==> src/rtl/game_flow_ctrl.sv <==
// Game sequencer: coin/credit handling, TITLE->PLAY->GAMEOVER flow, and renderer selection.
// Coin and start decisions take effect 2 cycles after the input rises. screen_sel updates only at frame start.
module game_flow_ctrl #(
    parameter int unsigned COIN_ANIM_CYCLES = 15000000,
    parameter int unsigned SEC_CYCLES       = 33000000,
    parameter int unsigned CONTINUE_SECS    = 9,
    parameter int unsigned MAX_CREDITS      = 9
) (
    input  logic        clk,
    input  logic        reset,
    input  logic [10:0] x_cnt,
    input  logic [9:0]  y_cnt,
    input  logic        coin_in,
    input  logic        start_req,
    input  logic        player_dead,
    input  logic        mode_arcade,
    output logic        e_piece,
    output logic [3:0]  credits,
    output logic        game_run,
    output logic        new_game,
    output logic        continue_game,
    output logic [1:0]  screen_sel,
    output logic [3:0]  continue_sec
);

    typedef enum logic [1:0] {
        S_TITLE    = 2'b00,
        S_PLAY     = 2'b01,
        S_GAMEOVER = 2'b10
    } state_t;

    localparam logic [3:0]  MAX_C     = 4'(MAX_CREDITS);
    localparam logic [3:0]  CONT_INIT = 4'(CONTINUE_SECS);
    localparam logic [31:0] ANIM_END  = 32'(COIN_ANIM_CYCLES);
    localparam logic [31:0] SEC_END   = 32'(SEC_CYCLES - 1);

    state_t      state_q, state_d;
    logic        coin_q, start_q;
    logic        coin_ev_q, start_ev_q;
    logic        anim_busy_q, anim_busy_d;
    logic [31:0] anim_cnt_q, anim_cnt_d;
    logic [31:0] sec_cnt_q, sec_cnt_d;
    logic [3:0]  credits_q, credits_d;
    logic [3:0]  cont_q, cont_d;
    logic        e_piece_q;
    logic        new_game_q, new_game_d;
    logic        cont_game_q, cont_game_d;
    logic        game_run_q;
    logic [1:0]  screen_q, screen_d;
    logic [1:0]  screen_tgt;

    logic coin_ok;
    logic can_start;
    logic consume;
    logic sec_wrap;

    // Start permission looks at the credit count before this cycle's coin lands.
    assign coin_ok   = coin_ev_q & mode_arcade & ~anim_busy_q & (credits_q < MAX_C);
    assign can_start = ~mode_arcade | (credits_q != 4'd0);
    assign sec_wrap  = (sec_cnt_q == SEC_END);

    always_comb begin
        anim_busy_d = anim_busy_q;
        anim_cnt_d  = anim_cnt_q;
        if (coin_ok) begin
            anim_busy_d = 1'b1;
            anim_cnt_d  = 32'd0;
        end else if (anim_busy_q) begin
            if (anim_cnt_q == ANIM_END) begin
                anim_busy_d = 1'b0;
                anim_cnt_d  = 32'd0;
            end else begin
                anim_cnt_d  = anim_cnt_q + 32'd1;
            end
        end
    end

    always_comb begin
        state_d     = state_q;
        cont_d      = cont_q;
        sec_cnt_d   = sec_cnt_q;
        new_game_d  = 1'b0;
        cont_game_d = 1'b0;
        consume     = 1'b0;
        case (state_q)
            S_TITLE: begin
                if (start_ev_q && can_start) begin
                    state_d    = S_PLAY;
                    new_game_d = 1'b1;
                    consume    = mode_arcade;
                end
            end
            S_PLAY: begin
                if (player_dead) begin
                    state_d   = S_GAMEOVER;
                    cont_d    = CONT_INIT;
                    sec_cnt_d = 32'd0;
                end
            end
            S_GAMEOVER: begin
                sec_cnt_d = sec_wrap ? 32'd0 : sec_cnt_q + 32'd1;
                // A continue request beats the countdown expiring in the same cycle.
                if (start_ev_q && can_start) begin
                    state_d     = S_PLAY;
                    cont_game_d = 1'b1;
                    consume     = mode_arcade;
                end else if (sec_wrap) begin
                    if (cont_q == 4'd0) begin
                        state_d = S_TITLE;
                    end else begin
                        cont_d  = cont_q - 4'd1;
                    end
                end
            end
            default: state_d = S_TITLE;
        endcase
    end

    assign credits_d = credits_q + {3'b000, coin_ok} - {3'b000, consume};

    always_comb begin
        case (state_q)
            S_PLAY:     screen_tgt = 2'b01;
            S_GAMEOVER: screen_tgt = 2'b10;
            default:    screen_tgt = 2'b00;
        endcase
    end

    assign screen_d = ((x_cnt == 11'd0) && (y_cnt == 10'd0)) ? screen_tgt : screen_q;

    always_ff @(posedge clk) begin
        if (reset) begin
            state_q     <= S_TITLE;
            coin_q      <= 1'b0;
            start_q     <= 1'b0;
            coin_ev_q   <= 1'b0;
            start_ev_q  <= 1'b0;
            anim_busy_q <= 1'b0;
            anim_cnt_q  <= 32'd0;
            sec_cnt_q   <= 32'd0;
            credits_q   <= 4'd0;
            cont_q      <= 4'd0;
            e_piece_q   <= 1'b0;
            new_game_q  <= 1'b0;
            cont_game_q <= 1'b0;
            game_run_q  <= 1'b0;
            screen_q    <= 2'b00;
        end else begin
            state_q     <= state_d;
            coin_q      <= coin_in;
            start_q     <= start_req;
            coin_ev_q   <= coin_in & ~coin_q;
            start_ev_q  <= start_req & ~start_q;
            anim_busy_q <= anim_busy_d;
            anim_cnt_q  <= anim_cnt_d;
            sec_cnt_q   <= sec_cnt_d;
            credits_q   <= credits_d;
            cont_q      <= cont_d;
            e_piece_q   <= coin_ok;
            new_game_q  <= new_game_d;
            cont_game_q <= cont_game_d;
            game_run_q  <= (state_d == S_PLAY);
            screen_q    <= screen_d;
        end
    end

    assign e_piece       = e_piece_q;
    assign credits       = credits_q;
    assign game_run      = game_run_q;
    assign new_game      = new_game_q;
    assign continue_game = cont_game_q;
    assign screen_sel    = screen_q;
    assign continue_sec  = cont_q;

endmodule

==> config.mk <==
export PLATFORM = sky130hd
export DESIGN_NAME = game_flow_ctrl
export DESIGN_NICKNAME = d
export VERILOG_FILES = /design/src/rtl/game_flow_ctrl.sv
export SDC_FILE = /design/constraint.sdc
export NUM_CORES = 1
export LEC_CHECK = 0
export BUFFER_PORTS_ARGS = -buffer_cell sky130_fd_sc_hd__buf_2
export CAP_MARGIN = 10
export CORE_UTILIZATION = 64
export DETAILED_ROUTE_END_ITERATION = 8
export GPL_ROUTABILITY_DRIVEN = 0
export HOLD_SLACK_MARGIN = 0.05
export PLACE_DENSITY = 0.85
export SLEW_MARGIN = 15
export SYNTH_ARGS = -nofsm -noshare
export SYNTH_HDL_FRONTEND = slang
export SYNTH_SLANG_ARGS = --single-unit
export TNS_END_PERCENT = 1
==> constraint.sdc <==
create_clock -name clk -period 5.4 [get_ports clk]
set_input_delay 1.08 -clock clk [delete_from_list [all_inputs] [get_ports clk]]
set_output_delay 1.08 -clock clk [all_outputs]
set_load 0.01 [all_outputs]
==> metrics.md, run 1 <==
| Metric | Value |
|---|---|
| Sw Share | `0.238` |
| Hold Buf Count CTS | `0` |
| WL per Instance | `roughly 15 microns` |
| Number of core rows | `29` |
| Worst setup EP type | `register` |
| Global-route wire length before repair | `approximately 16000 microns` |
| FF-to-FF Start | `credits[2]` |
| Worst reg-to-reg setup slack | `2.79 ns` |
| Simple-gate portion of the synthesized area | `0.311` |
| Detailed placer's ending HPWL | `6420 microns` |
| Met1 usage in global routing | `0.359` |
| Synthesized cell area | `4240 sq um` |
| HP Class | `reg2reg` |
| Core Region | `6390 sq um` |
| Seq/Total Area, Yosys | `0.401` |
| Die Span Y | `around 83 microns` |
| Compound-Gate Fraction of Synth Area | `0.129` |
| Crit path capture | `credits[3]` |
| Final Cycle Share | `0.513` |
| Asr flop ratio synth | `0` |
| Final hold vios | `0` |
| Worst path depth | `12` |
| Reg clk slew, reported paths | `0.08 ns` |
| Largest net degree at the start of global routing | `32` |
| Initial core utilization | `0.664` |
| Yosys top cell by area | `dfxtp_1` |
| Critical Path Max Stage Delay | `0.33 ns` |
| Register Area | `approximately 1700 sq um` |
| Ys flop type | `dfxtp_1` |
| Main combinational cell family by area after synthesis | `simple AND/OR/NAND/NOR gates` |
| Global Route met2 Usage | `0.454` |
| Tmin final | `2.77 ns` |
| Worst setup startpoint | `mode_arcade` |
| Htree depth | `3` |
| Reg2Reg Depth | `13` |
| Sink Count | `85` |
| Pleak | `1.67 nW` |
| Sequential power share | `0.495` |
| Final nets | `between 500 and 600` |
| Clk network pwr share | `0.425` |
| Die ar. | `between 6000 and 7000 sq um` |
| Met3 Resource Use GR | `0.0447` |
| Post-route ant nets | `0` |
| Diodes inserted | `0` |
| Clock Skew | `~0.014 ns` |
| Area of the multi-input gates | `2380 sq um` |
| CTS tree | `yes` |
| Largest cells by area after synthesis | `dfxtp_1, nor2_1, xor2_1, nand4_1, ha_1` |
| Filler cell count | `468` |
| Worst path arrival time | `3.02 ns` |
| Number of distinct library cells after synthesis | `61` |
| Total CTS buffers | `9` |
| PostCTS Resize Cnt | `0` |
| Total Power | `around 0.0013 W` |
| Max-slew headroom | `0.505` |
| Net Switching | `0.000313 W` |
| MaxCap Viol Count | `0` |
| Least-Margin Pin Slew | `0.741 ns` |
| Cell family with most CP delay | `simple AND/OR/NAND/NOR gates` |
| Most frequent cells in the layout | `dfxtp_1, nor2_1, buf_2, nand2_1, a21oi_1` |
| Multiplexer share of the synthesized area | `0.00472` |
| Initial antenna violation count | `0` |
| Synthesized flop and latch total | `85` |
| Wirelength, routed | `~9300 microns` |
| Setup violations, final | `0` |
| Clk buf depth | `2` |
| Crit-path cells | `buf_2 > nand4bb_1 > nand2_1 > or2_2 > nor2_1 > ha_1 > inv_1 > ha_1 > a21o_1 > a21oi_1 > xnor2_1 > nor2_1` |
| Ys Warns | `0` |
| Pwr Density | `281 nW/um^2` |
| Layout cell share with drive strength beyond 1 | `0.139` |
| Post-synth EDFFs | `0` |
| Internal power | `0.00100 W` |
| Total grt overflow | `0` |
| Logic gate share of total power | `0.081` |
| Synth-to-Final Area Change | `10.5%` |
| Synth Area in Adders | `0.0401` |
| FF-to-FF End | `credits[3]` |
| Die extent in x | `~83 microns` |
| WS Path Type | `in2reg` |
| Crit start category | `input port` |
| Req. time, crit path | `about 5.7 ns` |
| 1st-pass router iterations | `4` |
| Syn Inst Count | `488` |
| Root buffer cell | `clkbuf_8` |
| Via density | `6.28` |
| Maximum vdd drop | `284 uV` |
| Commonest non-fill, non-tap cell in the layout | `dfxtp_1` |
| Status | `finished, final reports clean` |
| Net Count, Synth | `528` |
| Total Routing Usage GR | `0.279` |
| Most used routing layer | `met2` |
| RSZ-0062 raised after global routing | `no` |
| Post-CTS Setup Inserts | `0` |
| CP max stage cell | `or2_2` |
| Vias in the first global route | `3442` |
| Final WS setup | `2.63 ns` |
| Post-Synth XOR/XNOR Area | `0.0744` |
| Yosys top cell area share | `0.401` |
| I/O pins | `41` |
| F_max | `0.361 GHz` |
| Worst path bufs/invs | `2` |
| Setup_tns | `0 ns` |
| Setup WS pre-CTS | `2.31 ns` |
| Final Max Tran Viols | `0` |
| PortBufs | `40` |
| Initial drt markers | `270` |
| Avg Cell Area, Syn | `8.69 sq um` |
| Clock Latency Late Sink | `0.38 ns` |
| # DRC | `0` |
| Vias after detailed routing | `3791` |
| CP Max Fanout | `4` |
[routing by layer]
metal	share of wire	wire, microns
met1	0.45	4160
met2	0.47	4380
met3	0.058	542
met4	0.021	199
met5	0	0
[synthesized netlist by cell type (all sizes together), types with 2 or more instances]
cell type,number
a211oi,4
a21o,3
a21oi,28
a221o,2
a31oi,12
a41oi,4
and2,2
and3,8
and4,8
buf,13
clkbuf,4
dfxtp,85
ha,12
inv,16
mux2i,2
nand2,30
nand2b,6
nand3,22
nand3b,2
nand4,29
nand4bb,2
nor2,60
nor2b,7
nor3,13
nor4,17
nor4b,4
o21ai,20
o21ba,2
o21bai,3
or2,2
or3,12
or4,5
xnor2,17
xor2,19
[registers in the layout, summed over array words and instances, names as in the netlist]
register       count
continue_sec       4
anim_busy_q        1
start_q            1
screen_sel         2
anim_cnt_q        32
credits            4
sec_cnt_q         32
start_ev_q         1
coin_ev_q          1
coin_q             1
e_piece            1
game_run           1
continue_game      1
new_game           1
state_q            2
[cell type report]
type | count | share of cell area
Tap cell | 77 | 0.0206
Clock inverter | 5 | 0.0227
Timing Repair Buffer | 40 | 0.0427
Sequential cell | 85 | 0.363
Inverter | 16 | 0.0128
Multi-Input combinational cell | 370 | 0.508
Clock buffer | 11 | 0.0302
[power by group through the flow]
stage | registers, W | logic [W] | clock network (W)
final | 0.000651 | 0.000106 | 0.000559
after floorplan | 0.000666 | 0.0000696 | 0
after global routing | 0.000654 | 0.000118 | 0.000589
after detailed placement | 0.000666 | 0.000104 | 0
after global placement | 0.000666 | 0.0000990 | 0
after CTS | 0.000651 | 0.000105 | 0.000558
[cells by family (layout without fill, tap and decap cells)]
group                    after synthesis  in the layout
flip-flops                            85             85
multiplexers                           2              2
adder cells (fa/ha/maj)               13             13
XOR/XNOR                              36             36
buffers and inverters                 33             72
AND/OR/NAND/NOR                      232            232
AO/OA/AOI/OAI                         87             87
[worst reg2reg max path, cell delays in order, from the launching register on]
cell and delay, ns:
dfxtp_1 0.37, inv_1 0.09, ha_1 0.20, nand4bb_1 0.14, nand2_1 0.11, or2_2 0.33
nor2_1 0.14, ha_1 0.21, inv_1 0.06, ha_1 0.26, a21o_1 0.17, a21oi_1 0.20
xnor2_1 0.16, nor2_1 0.06
[through the flow]
step / hold WS, ns / area, sq um / utilization / cells
after floorplan: 0.367 / 4240 / - / 488
after global placement: 0.371 / 4430 / 0.694 / 588
after detailed placement: 0.374 / 4430 / 0.694 / 588
after CTS: 0.386 / 4680 / 0.733 / 604
after global routing: 0.400 / 4690 / 0.734 / 604
final: 0.386 / 4690 / 0.734 / 604
[how the worst min path moves through the flow]
stage | startpoint | end | cells past startpoint
2_1_floorplan | coin_q | coin_ev_q | 1
3_3_place_gp | coin_q | coin_ev_q | 1
3_5_place_dp | coin_q | coin_ev_q | 1
4_1_cts | coin_q | coin_ev_q | 1
5_1_grt | coin_q | coin_ev_q | 1
6_report | coin_q | coin_ev_q | 1
(Power assumes the default switching activity.)
==> run 2, diff against run 1 <==
Settings changed: CORE_UTILIZATION 64 to 59, PLACE_DENSITY 0.85 to 0.8.
Clock period 5.4 ns to 2.6 ns, I/O delays scaled along.
==> metrics.md, run 2 (same netlist as run 1, synthesis figures left out) <==
| Metric | Value |
|---|---|
| HP Class | `reg2reg (unchanged)` |
| Initial antenna violation count | `0 (unchanged)` |
| Layout cell share with drive strength beyond 1 | `0.151 (was 0.139)` |
| Status | `finished, final reports clean (unchanged)` |
| Via density | `6.11 (was 6.28)` |
| Total grt overflow | `0 (unchanged)` |
| MaxCap Viol Count | `0 (unchanged)` |
| Final Max Tran Viols | `0 (unchanged)` |
| HP Start | `start_q (was coin_q)` |
| WL per Instance | `15.0 microns (was 15.4 microns)` |
| Vias in the first global route | `3522 (was 3442)` |
| Initial core utilization | `0.617 (was 0.664)` |
| Largest regs | `anim_cnt_q (32), sec_cnt_q (32) (unchanged)` |
| Pleak | `1.68 nW (was 1.67 nW)` |
| Most frequent cells in the layout | `dfxtp_1, nor2_1, buf_2, nand2_1, a21oi_1 (unchanged)` |
| Detailed placer's ending HPWL | `6620 microns (was 6420 microns)` |
| Filler cell count | `546 (was 468)` |
| Final instance area | `4690 sq um (about the same)` |
| Die Span Y | `86.8 microns (was 83.4 microns)` |
| Core Region | `6870 sq um (was 6390 sq um)` |
| RSZ-0062 raised after global routing | `no (unchanged)` |
| Diodes inserted | `0 (unchanged)` |
| Root buffer cell | `clkbuf_8 (unchanged)` |
| Pwr Density | `530 nW/um^2 (was 281 nW/um^2)` |
| Synth-to-Final Area Change | `10.7% (was 10.5%)` |
| Worst path arrival time | `2.66 ns (was 3.02 ns)` |
| Maximum vdd drop | `516 uV (was 284 uV)` |
| WS Path Type | `reg2reg (was in2reg)` |
| Number of core rows | `30 (was 29)` |
| Commonest non-fill, non-tap cell in the layout | `dfxtp_1 (unchanged)` |
| Final Cycle Share | `0.929` |
| Placed instance area | `4500 sq um (was 4430 sq um)` |
| Hold Buf Count CTS | `0 (unchanged)` |
| Largest net degree at the start of global routing | `26 (was 32)` |
| Worst reg-to-reg setup slack | `0.18 ns (was 2.79 ns)` |
| Worst setup startpoint | `credits[2] (was mode_arcade)` |
| Worst setup EP type | `register (unchanged)` |
| Initial drt markers | `229 (was 270)` |
| Tmin final | `between 2 and 2.5 ns` |
| Worst Hold End | `start_ev_q (was coin_ev_q)` |
| Req. time, crit path | `2.85 ns (was 5.65 ns)` |
| Final nets | `567 (was 562)` |
| Worst hold stages | `1 (unchanged)` |
| F_max | `around 0.41 GHz` |
| CP Max Fanout | `4 (unchanged)` |
| Vias after detailed routing | `3828 (was 3791)` |
| Clock Skew | `0.0102 ns (was 0.0142 ns)` |
| Least-Margin Pin Slew | `0.710 ns (was 0.741 ns)` |
| Total Routing Usage GR | `0.265 (was 0.279)` |
| Setup_tns | `0 ns (unchanged)` |
| Die ar. | `7530 sq um (was 6950 sq um)` |
| Sink Count | `85 (unchanged)` |
| Clk buf depth | `2 (unchanged)` |
| Total CTS buffers | `9 (unchanged)` |
| Reg clk slew, reported paths | `0.09 ns (was 0.08 ns)` |
| Clock Latency Late Sink | `0.36 ns (was 0.38 ns)` |
| 1st-pass router iterations | `5 (was 4)` |
| Htree depth | `3 (unchanged)` |
| Post-CTS Setup Inserts | `0 (unchanged)` |
| Max-slew headroom | `0.527 (was 0.505)` |
| FF-to-FF Start | `credits[2] (unchanged)` |
| Wirelength, routed | `9400 microns (was 9280 microns)` |
| Final hold vios | `0 (unchanged)` |
| Reg2Reg Depth | `13 (unchanged)` |
| Die extent in x | `86.8 microns (was 83.4 microns)` |
| # DRC | `0 (unchanged)` |
| Crit start category | `register (was input port)` |
| Global-route wire length before repair | `15700 microns (about the same)` |
| Post-route ant nets | `0 (unchanged)` |
| Core Util, Final | `0.683 (was 0.734)` |
| Setup violations, final | `0 (unchanged)` |
| PortBufs | `40 (unchanged)` |
| CTS tree | `yes (unchanged)` |
| FF-to-FF End | `credits[2] (was credits[3])` |
| I/O pins | `41 (unchanged)` |
run 2: cell count changes in the layout (fill, tap and decap cells not counted), moves of 2 or more:
cell       previous run  this run
clkinv_2              0         3
dfxtp_2               0         2
dfxtp_1              85        83
buf_4                 0         4
bufinv_16             3         1
run 2: worst max-delay path by stage:
| stage | end | slack, ns | cells after the start |
|---|---|---|---|
| 2_1_floorplan | credits[2] | 0.25 | 13 |
| 3_3_place_gp | credits[2] | 0.18 | 12 |
| 3_5_place_dp | credits[2] | 0.11 | 12 |
| 4_1_cts | credits[2] | 0.09 | 13 |
| 5_1_grt | credits[2] | 0.02 | 13 |
| 6_report | credits[2] | 0.18 | 13 |
run 2: area by class of cell:
class                           count  area (sq um)  share of cell area
Clock buffer                       10           128              0.0272
Clock inverter                      5          52.6              0.0112
Inverter                           16          60.1              0.0128
Multi-Input combinational cell    370          2380               0.507
Sequential cell                    85          1700               0.363
Tap cell                           96           120              0.0256
Timing Repair Buffer               45           250              0.0533
run 2: metal layers:
layer,part of all wire,global-route usage,routed length [microns],up-vias
li1,-,-,-,1855
met1,0.46,0.359,4360,1811
met2,0.46,0.416,4320,143
met3,0.057,0.0448,534,19
met4,0.020,0.120,186,0
met5,0,0,0,-
run 2: timing repair:
action / in CTS / in global routing
gates resized for setup: 0 / 4
hold endpoints to repair: 0 / 0
endpoints found under the setup margin: 0 / 3
run 2: report_power, final:
part	total [W]	internal, W	switching, W	leakage (nW)
sequential	0.00135	0.00133	0.0000253	0.687
combinational	0.000230	0.0000991	0.000131	0.899
clock	0.000903	0.000434	0.000469	0.0919
total	0.00249	0.00186	0.000625	1.68
run 2: critical path, stage by stage (launching register included):
cell and delay (ns):
dfxtp_2 0.35, inv_1 0.07, ha_1 0.21, nand4bb_1 0.12
nand2_1 0.10, or2_4 0.26, nor2_2 0.10, ha_1 0.23
inv_1 0.06, ha_1 0.16, inv_1 0.06, fa_1 0.38
xor2_1 0.16, nor2_1 0.05
run 2: per-stage QoR:
| stage | setup slack [ns] | hold WS [ns] | total power [W] | cells |
|---|---|---|---|---|
| floorplan | 0.249 | 0.367 | 0.00153 | 488 |
| global placement | 0.176 | 0.373 | 0.00160 | 612 |
| detailed placement | 0.110 | 0.383 | 0.00161 | 612 |
| CTS | 0.0857 | 0.394 | 0.00249 | 627 |
| global route | 0.0225 | 0.412 | 0.00258 | 627 |
| finish | 0.185 | 0.391 | 0.00249 | 627 |
==> run 3, diff against run 2 <==
==> constraint.sdc (replaced) <==
create_clock -name clk -period 2.6 [get_ports clk]
set_input_delay 0.52 -clock clk [delete_from_list [all_inputs] [get_ports clk]]
set_output_delay 0.52 -clock clk [all_outputs]
set_load 0.05 [all_outputs]
==> metrics.md, run 3 (same netlist as run 1, synthesis figures left out) <==
| Metric | Value |
|---|---|
| Status | `finished, final reports clean (unchanged)` |
| Detailed placer's ending HPWL | `6490 microns (was 6620 microns)` |
| WS Path Type | `reg2reg (unchanged)` |
| Sequential power share | `0.520 (was 0.544)` |
| FF-to-FF Start | `credits[2] (unchanged)` |
| Final Max Tran Viols | `0 (unchanged)` |
| Final WS setup | `0.178 ns (was 0.185 ns)` |
| Post-CTS Setup Inserts | `0 (unchanged)` |
| Least-Margin Pin Slew | `0.693 ns (was 0.710 ns)` |
| Sink Count | `85 (unchanged)` |
| Initial core utilization | `0.617 (unchanged)` |
| # DRC | `0 (unchanged)` |
| Reg2Reg Depth | `13 (unchanged)` |
| Worst hold stages | `1 (unchanged)` |
| Logic gate share of total power | `0.107 (was 0.092)` |
| Layout cell share with drive strength beyond 1 | `0.156 (was 0.151)` |
| Crit start category | `register (unchanged)` |
| Net Switching | `0.000702 W (was 0.000625 W)` |
| Synth-to-Final Area Change | `11.2% (was 10.7%)` |
| Setup WS pre-CTS | `0.0889 ns (was 0.110 ns)` |
| Internal power | `0.00190 W (was 0.00186 W)` |
| Initial drt markers | `249 (was 229)` |
| Max-slew headroom | `0.536 (was 0.527)` |
| Htree depth | `3 (unchanged)` |
| PostCTS Resize Cnt | `0 (unchanged)` |
| Clk network pwr share | `0.373 (was 0.363)` |
| Worst path depth | `13 (unchanged)` |
| HP Start | `coin_q (was start_q)` |
| Total CTS buffers | `9 (unchanged)` |
| Clk buf depth | `2 (unchanged)` |
| Clock Latency Late Sink | `0.35 ns (was 0.36 ns)` |
| Cell family with most CP delay | `adder cells (unchanged)` |
| Die Span Y | `86.8 microns (unchanged)` |
| CP max stage cell | `fa_1 (unchanged)` |
| Final nets | `566 (was 567)` |
| Crit-path cells | `inv_1 > ha_1 > nand4bb_1 > nand2_2 > or2_4 > nor2_2 > ha_2 > inv_1 > ha_1 > inv_1 > fa_1 > xor2_1 > nor2_1 (was inv_1 > ha_1 > nand4bb_1 > nand2_1 > or2_4 > nor2_2 > ha_1 > inv_1 > ha_1 > inv_1 > fa_1 > xor2_1 > nor2_1)` |
| CP most frequent cell | `inv_1` |
| Largest regs | `anim_cnt_q (32), sec_cnt_q (32) (unchanged)` |
| Final Cycle Share | `0.931 (was 0.929)` |
| Pwr Density | `553 nW/um^2 (was 530 nW/um^2)` |
| Initial antenna violation count | `0 (unchanged)` |
| DP Cell Count | `611 (was 612)` |
| Total Routing Usage GR | `0.263 (was 0.265)` |
| FF-to-FF End | `credits[2] (unchanged)` |
| Root buffer cell | `clkbuf_8 (unchanged)` |
| Die ar. | `7530 sq um (unchanged)` |
| WL per Instance | `14.9 microns (was 15.0 microns)` |
| CTS tree | `yes (unchanged)` |
| Pleak | `1.68 nW (about the same)` |
| Most frequent cells in the layout | `dfxtp_1, nor2_1, buf_2, nand2_1, a21oi_1 (unchanged)` |
| Worst setup EP type | `register (unchanged)` |
| Final hold vios | `0 (unchanged)` |
| Critical Path Max Stage Delay | `0.38 ns (about the same)` |
| I/O pins | `41 (unchanged)` |
| Tmin final | `2.42 ns (about the same)` |
| Sw Share | `0.269 (was 0.251)` |
| Vias in the first global route | `3446 (was 3522)` |
| CP Max Fanout | `4 (unchanged)` |
| Largest net degree at the start of global routing | `32 (was 26)` |
| Number of core rows | `30 (unchanged)` |
| 1st-pass router iterations | `6 (was 5)` |
| Maximum vdd drop | `475 uV (was 516 uV)` |
| Diodes inserted | `0 (unchanged)` |
| Worst path bufs/invs | `3 (unchanged)` |
| Core Util, Final | `0.687 (was 0.683)` |
| Worst reg-to-reg setup slack | `0.18 ns (about the same)` |
| Vias after detailed routing | `3779 (was 3828)` |
| Reg clk slew, reported paths | `0.10 ns (was 0.09 ns)` |
| Commonest non-fill, non-tap cell in the layout | `dfxtp_1 (unchanged)` |
| Core Region | `6870 sq um (unchanged)` |
| RSZ-0062 raised after global routing | `no (unchanged)` |
| Wirelength, routed | `9320 microns (was 9400 microns)` |
| Worst Hold End | `coin_ev_q (was start_ev_q)` |
| Final cell count without fillers | `627 (unchanged)` |
| HP Class | `reg2reg (unchanged)` |
| MaxCap Viol Count | `0 (unchanged)` |
| Clock Skew | `0.0126 ns (was 0.0102 ns)` |
| Die extent in x | `86.8 microns (unchanged)` |
| Total grt overflow | `0 (unchanged)` |
| Req. time, crit path | `2.85 ns (about the same)` |
| Hold slack final | `0.394 ns (was 0.391 ns)` |
| Post-route ant nets | `0 (unchanged)` |
| Setup violations, final | `0 (unchanged)` |
| Hold Buf Count CTS | `0 (unchanged)` |
| Via density | `6.03 (was 6.11)` |
| Setup_tns | `0 ns (unchanged)` |
| Worst path arrival time | `2.68 ns (was 2.66 ns)` |
| PortBufs | `40 (unchanged)` |
| F_max | `0.413 GHz (was 0.414 GHz)` |
| Global-route wire length before repair | `15700 microns (about the same)` |
## run 3: power groups by stage
stage / Combinational (W) / Clock [W] / Sequential (W)
after floorplan: 0.000144 / 0 / 0.00144
after global placement: 0.000269 / 0 / 0.00138
after detailed placement: 0.000276 / 0 / 0.00138
after CTS: 0.000277 / 0.000975 / 0.00135
after global routing: 0.000306 / 0.00103 / 0.00136
final: 0.000280 / 0.000971 / 0.00135
## run 3: metal layers
layer,part of all wire,GRT usage
met1,0.46,0.346
met2,0.46,0.439
met3,0.061,0.0600
met4,0.013,0.0636
met5,0,0
## run 3: stage by stage
| step | power (W) | instance area, sq um |
|---|---|---|
| finish | 0.00261 | 4720 |
| global route | 0.00270 | 4720 |
| CTS | 0.00261 | 4710 |
| detailed placement | 0.00166 | 4500 |
| global placement | 0.00165 | 4500 |
| floorplan | 0.00158 | 4240 |
## run 3: area by class of cell
cell class              count  area (sq um)
clock buffers              10           138
clock inverters             6          68.8
fillers                   542          2150
inverters                  16          60.1
multi-input cells         370          2380
flip-flops and latches     85          1700
well taps                  96           120
repair buffers             44           243
## run 3: how the worst max path moves through the flow
stage	to	slack, ns	startpoint
6_report	credits[2]	0.18	credits[2]
5_1_grt	credits[2]	0.07	credits[2]
4_1_cts	credits[2]	0.12	credits[2]
3_5_place_dp	credits[2]	0.09	mode_arcade
3_3_place_gp	credits[2]	0.17	mode_arcade
2_1_floorplan	credits[2]	0.08	credits[1]
## run 3: worst reg2reg max path, delay by kind of cell, from the launching register on
kind	cells	cell delay (ns)
adders and majority gates	4	1.02
and+or+nand+nor	5	0.63
DFF	1	0.35
buffers and inverters	3	0.18
xor gates and xnor gates	1	0.14
